**src/rtl/multicycle_control.sv**
```systemverilog
// Sequencing FSM for the multi-cycle datapath: fetch/decode/execute/memory/writeback,
// memory ready handshake with timeout, CPSR branch evaluation and retire counting.
module multicycle_control #(
  parameter int MEM_TIMEOUT = 16
) (
  input  logic        clk,
  input  logic        rst,
  input  logic [5:0]  opcode,
  input  logic [2:0]  svz,
  input  logic        mem_ready,
  output logic        mem_req,
  output logic        iord,
  output logic        mem_read,
  output logic        mem_write,
  output logic        ir_write,
  output logic        pc_write,
  output logic        pc_write_cond,
  output logic [1:0]  pc_source,
  output logic        alu_src_a,
  output logic [1:0]  alu_src_b,
  output logic [1:0]  alu_op,
  output logic        reg_dst,
  output logic        mem_to_reg,
  output logic        reg_write,
  output logic        cpsr_write,
  output logic        halt,
  output logic [31:0] instr_count
);

  localparam logic [5:0] OP_R   = 6'h00;
  localparam logic [5:0] OP_LW  = 6'h23;
  localparam logic [5:0] OP_SW  = 6'h2B;
  localparam logic [5:0] OP_BEQ = 6'h04;
  localparam logic [5:0] OP_J   = 6'h02;
  localparam logic [5:0] OP_BVF = 6'h14;
  localparam logic [5:0] OP_BEN = 6'h15;
  localparam logic [7:0] WAIT_LAST = 8'(MEM_TIMEOUT - 1);

  typedef enum logic [3:0] {
    FETCH, DECODE, R_EXEC, R_WB, MEM_ADDR, MEM_RD, MEM_WB, MEM_WR,
    BEQ, JUMP, CBR, ERROR
  } state_t;

  state_t      state_q, state_d;
  logic [7:0]  wait_q, wait_d;
  logic [31:0] count_q;
  // One bit serves both decisions: sw (vs lw) in MEM_ADDR, ben (vs bvf) in CBR.
  logic        sel_q, sel_d;
  logic        retire, wait_inc, timed_out;

  assign timed_out = (wait_q == WAIT_LAST);

  always_comb begin
    state_d       = state_q;
    sel_d         = sel_q;
    retire        = 1'b0;
    wait_inc      = 1'b0;
    mem_req       = 1'b0;
    iord          = 1'b0;
    mem_read      = 1'b0;
    mem_write     = 1'b0;
    ir_write      = 1'b0;
    pc_write      = 1'b0;
    pc_write_cond = 1'b0;
    pc_source     = 2'b00;
    alu_src_a     = 1'b0;
    alu_src_b     = 2'b00;
    alu_op        = 2'b00;
    reg_dst       = 1'b0;
    mem_to_reg    = 1'b0;
    reg_write     = 1'b0;
    cpsr_write    = 1'b0;
    halt          = 1'b0;
    case (state_q)
      FETCH: begin
        mem_req   = 1'b1;
        mem_read  = 1'b1;
        alu_src_b = 2'b01;
        if (mem_ready) begin
          ir_write = 1'b1;
          pc_write = 1'b1;
          state_d  = DECODE;
        end else if (timed_out) state_d = ERROR;
        else wait_inc = 1'b1;
      end
      DECODE: begin
        alu_src_b = 2'b11;
        sel_d     = (opcode == OP_SW) || (opcode == OP_BEN);
        case (opcode)
          OP_R:          state_d = R_EXEC;
          OP_LW, OP_SW:  state_d = MEM_ADDR;
          OP_BEQ:        state_d = BEQ;
          OP_J:          state_d = JUMP;
          OP_BVF, OP_BEN: state_d = CBR;
          default:       state_d = ERROR;
        endcase
      end
      R_EXEC: begin
        alu_src_a  = 1'b1;
        alu_op     = 2'b10;
        cpsr_write = 1'b1;
        state_d    = R_WB;
      end
      R_WB: begin
        reg_dst   = 1'b1;
        reg_write = 1'b1;
        retire    = 1'b1;
        state_d   = FETCH;
      end
      MEM_ADDR: begin
        alu_src_a = 1'b1;
        alu_src_b = 2'b10;
        state_d   = sel_q ? MEM_WR : MEM_RD;
      end
      MEM_RD: begin
        mem_req  = 1'b1;
        mem_read = 1'b1;
        iord     = 1'b1;
        if (mem_ready) state_d = MEM_WB;
        else if (timed_out) state_d = ERROR;
        else wait_inc = 1'b1;
      end
      MEM_WB: begin
        mem_to_reg = 1'b1;
        reg_write  = 1'b1;
        retire     = 1'b1;
        state_d    = FETCH;
      end
      MEM_WR: begin
        mem_req   = 1'b1;
        mem_write = 1'b1;
        iord      = 1'b1;
        if (mem_ready) begin
          retire  = 1'b1;
          state_d = FETCH;
        end else if (timed_out) state_d = ERROR;
        else wait_inc = 1'b1;
      end
      BEQ: begin
        alu_src_a     = 1'b1;
        alu_op        = 2'b01;
        pc_write_cond = 1'b1;
        pc_source     = 2'b01;
        retire        = 1'b1;
        state_d       = FETCH;
      end
      JUMP: begin
        pc_write  = 1'b1;
        pc_source = 2'b10;
        retire    = 1'b1;
        state_d   = FETCH;
      end
      CBR: begin
        pc_source = 2'b01;
        pc_write  = sel_q ? (svz[2] | svz[0]) : svz[1];
        retire    = 1'b1;
        state_d   = FETCH;
      end
      ERROR: halt = 1'b1;
      default: state_d = ERROR;
    endcase

    if (state_d != state_q) wait_d = 8'd0;
    else if (wait_inc)      wait_d = wait_q + 8'd1;
    else                    wait_d = wait_q;

    // Reset cycle must never leak a strobe, even mid-access.
    if (rst) begin
      mem_req       = 1'b0;
      iord          = 1'b0;
      mem_read      = 1'b0;
      mem_write     = 1'b0;
      ir_write      = 1'b0;
      pc_write      = 1'b0;
      pc_write_cond = 1'b0;
      pc_source     = 2'b00;
      alu_src_a     = 1'b0;
      alu_src_b     = 2'b00;
      alu_op        = 2'b00;
      reg_dst       = 1'b0;
      mem_to_reg    = 1'b0;
      reg_write     = 1'b0;
      cpsr_write    = 1'b0;
      halt          = 1'b0;
    end
  end

  always_ff @(posedge clk) begin
    if (rst) begin
      state_q <= FETCH;
      wait_q  <= 8'd0;
      count_q <= 32'd0;
      sel_q   <= 1'b0;
    end else begin
      state_q <= state_d;
      wait_q  <= wait_d;
      sel_q   <= sel_d;
      if (retire) count_q <= count_q + 32'd1;
    end
  end

  assign instr_count = rst ? 32'd0 : count_q;

endmodule
```
**config.mk**
```make
export PLATFORM = sky130hd
export DESIGN_NAME = multicycle_control
export DESIGN_NICKNAME = d
export VERILOG_FILES = /design/src/rtl/multicycle_control.sv
export SDC_FILE = /design/constraint.sdc
export NUM_CORES = 1
export LEC_CHECK = 0
export ABC_AREA = 1
export CAP_MARGIN = 20
export CORE_MARGIN = 10
export CORE_UTILIZATION = 56
export DETAILED_ROUTE_END_ITERATION = 8
export PLACE_DENSITY = 0.88
export SLEW_MARGIN = 40
export SYNTH_ARGS = -nofsm -noshare
export SYNTH_HDL_FRONTEND = slang
export SYNTH_SLANG_ARGS = --single-unit
```
**constraint.sdc**
```tcl
create_clock -name clk -period 3.08 [get_ports clk]
set_input_delay 0.77 -clock clk [delete_from_list [all_inputs] [get_ports clk]]
set_output_delay 0.77 -clock clk [all_outputs]
set_load 0.01 [all_outputs]
```
==> results.toml, run 1 <==
[critical_path]
rr_startpoint = "state_q[1]"
arrival_ps = 2130
reg2reg_setup_slack_ps = 1030
required_ps = 2310
cp_max_fo = 6
cp-start-kind = "flop"
r2r-end = "count_q[20]"
reg2reg_depth = 11
worstSetupEndpointType = "primary output"
path_class = "reg -> out"

[synthesis]
yosysWarnings = 0
syn_area_per_cell_um2 = 6.04
synth_edf_count = 0
netlist_area_um2 = 3080
postSynthCellCount = 509
ys_seq_area_frac = 0.293
ys_types = 37
synth_nets = 523
synth-seq-cells = 45
synth_flop_cell = "dfxtp_1"
ys_async_sr_fraction = 0

[finish]
syn2layout_area_growth_pct = 24.7
drive_gt1_frac = 0.0634
finalNonFillerCells = 638
layout_common_cells = "106 x nor2_1, 101 x nand2_1, 67 x inv_1"
final_common_cell = "nor2_1"
n_antenna_cell = 0
final_nets = 581

[cts]
cts_setup_buffers = 0
cts_made_buffers = 5
cts_hold_buf = 0
clock_path_buffers = 2
clkTransAtPathRegs_ps = 80
root_buffer = "clkbuf_8"
numClockSinks = 45
cts_tree = "built"
htreeDepth = 2
clk_latency_ps = 300
cts_resized = 0

[timing]
finalCritPeriodShare = 0.942
setup_slack_ps = 179
setup-tns-final_ps = 0
hold_viol = 0
fin_skew_ps = 11.9
timing.fmax_mhz = 345
slew_violations = 0
setup_viol_count_final = 0
period_minus_slack_ps = 2900
worst_slew_pin_slew_ps = 660
slew_headroom = 0.560
rsz0062_at_grt = "no"

[floorplan]
fp.dieW_um = 94.1
num_io_pins = 63
die-area_um2 = 8860
core-area_um2 = 5200
row_count = 26
dieHeight_um = 94.1
initial_core_util = 0.591

[outcome]
outcome = "completed"

[global_routing]
overflow = 0
grt_pass1_vias = 3229
grt_max_degree = 28
grtUsageTotal = 0.185
antenna_found_initial = 0
grt_pass1_wl_um = 13800

[power]
peakVddDrop_v = 0.000362
power.density_nw_per_um2 = 490
power.leakage_nw = 1.47

[routing]
top_layer_used = "met4"
wl_met2_um = 4030
vias = 3396
initialDrtViolationCount = 286
vias_per_cell = 5.32
drt-met1-wl_um = 3410
met3_wirelength_um = 750
drt-pass1-iter-count = 5
post-route-drc-count = 0
drtAntennaViolNets = 0
wl_per_cell_um = 13.0
wirelength_um = 8310

[placement]
dpl.hpwl_um = 6480
place_inst = 630
dp_slack_ps = 115
place_congestion = 0.955
io_buffers = 62

[worst_hold_path]
hp-class = "reg -> reg"
holdPathStages = 2
worstHoldEndpoint = "count_q[31]"
min_from = "count_q[31]"

[run]
timing.max_cap.violations = 0
==> metrics by stage <==
stage	hold WS, ps	utilization	total power [mW]	cell area (µm²)
floorplan	443	-	1.25	3080
global route	515	0.737	2.01	3840
CTS	484	0.737	1.88	3830
finish	490	0.737	1.88	3840
global placement	452	0.718	1.48	3740
detailed placement	471	0.718	1.49	3740
==> area by class of cell <==
class	instances	area (µm²)
Tap cell	70	87.6
Sequential cell	45	901
Multi-Input combinational cell	379	1830
Clock inverter	2	13.8
Inverter	71	267
Fill cell	472	1370
Clock buffer	6	82.6
Timing Repair Buffer	65	653
==> cell families (layout without fill, tap and decap cells) <==
logic type      Yosys count  after routing  share of synthesized area
compound gates           68             68                      0.120
xor+xnor                 15             15                     0.0427
fa+ha+maj                 2              2                    0.00814
buf+inv                  85            144                      0.111
flops                    45             45                      0.293
simple gates            294            294                      0.425
==> where the power goes <==
part / total, mW / internal, mW / switching [mW]
logic: 0.792 / 0.292 / 0.500
clock network: 0.396 / 0.182 / 0.214
registers: 0.690 / 0.619 / 0.0708
==> state kept, by name, summed over array words and instances, names as in the netlist <==
register	cells
count_q	32
wait_q	8
state_q	4
sel_q	1
==> cells in the mapped netlist (5+ instances only) <==
cell	n	area share
nand2_1	101	0.12
nand4_1	10	0.020
a21oi_1	34	0.055
clkbuf_1	5	0.0061
dfxtp_1	45	0.29
inv_1	67	0.082
nor2_4	5	0.018
nor2_1	106	0.13
nor3_1	22	0.036
o21ai_0	22	0.036
nand2_2	5	0.010
nor4_1	5	0.010
nand3_1	29	0.047
xor2_1	11	0.031
==> metal layers <==
| layer | GRT usage | vias to the layer above |
|---|---|---|
| li1 | - | 1734 |
| met2 | 0.338 | 121 |
| met1 | 0.195 | 1528 |
| met5 | 0 | - |
| met3 | 0.0647 | 13 |
| met4 | 0.0506 | 0 |
==> critical path, cell delays in order (launching register included) <==
cell	delay (ps)
dfxtp_1	390
nor2_1	370
nand2_1	170
inv_1	170
nor2_1	60
nor2_1	90
clkdlybuf4s50_1	560
==> how the worst max path moves through the flow <==
stage / end / start / cells past startpoint / slack [ps]
2_1_floorplan: alu_op[0] / rst / 4 / 700
3_3_place_gp: pc_write / mem_ready / 4 / 130
3_5_place_dp: pc_write / mem_ready / 4 / 120
4_1_cts: pc_write / mem_ready / 4 / 100
5_1_grt: alu_src_b[1] / state_q[2] / 6 / 30
6_report: alu_src_b[1] / state_q[3] / 6 / 180
Power figures use the tool's default switching activity.
==> run 2: changes to the inputs <==
Settings changed: SKIP_LAST_GASP set to 1.
==> results of run 2 <==
No change in the layout: final DEF, timing and power equal those of run 1.
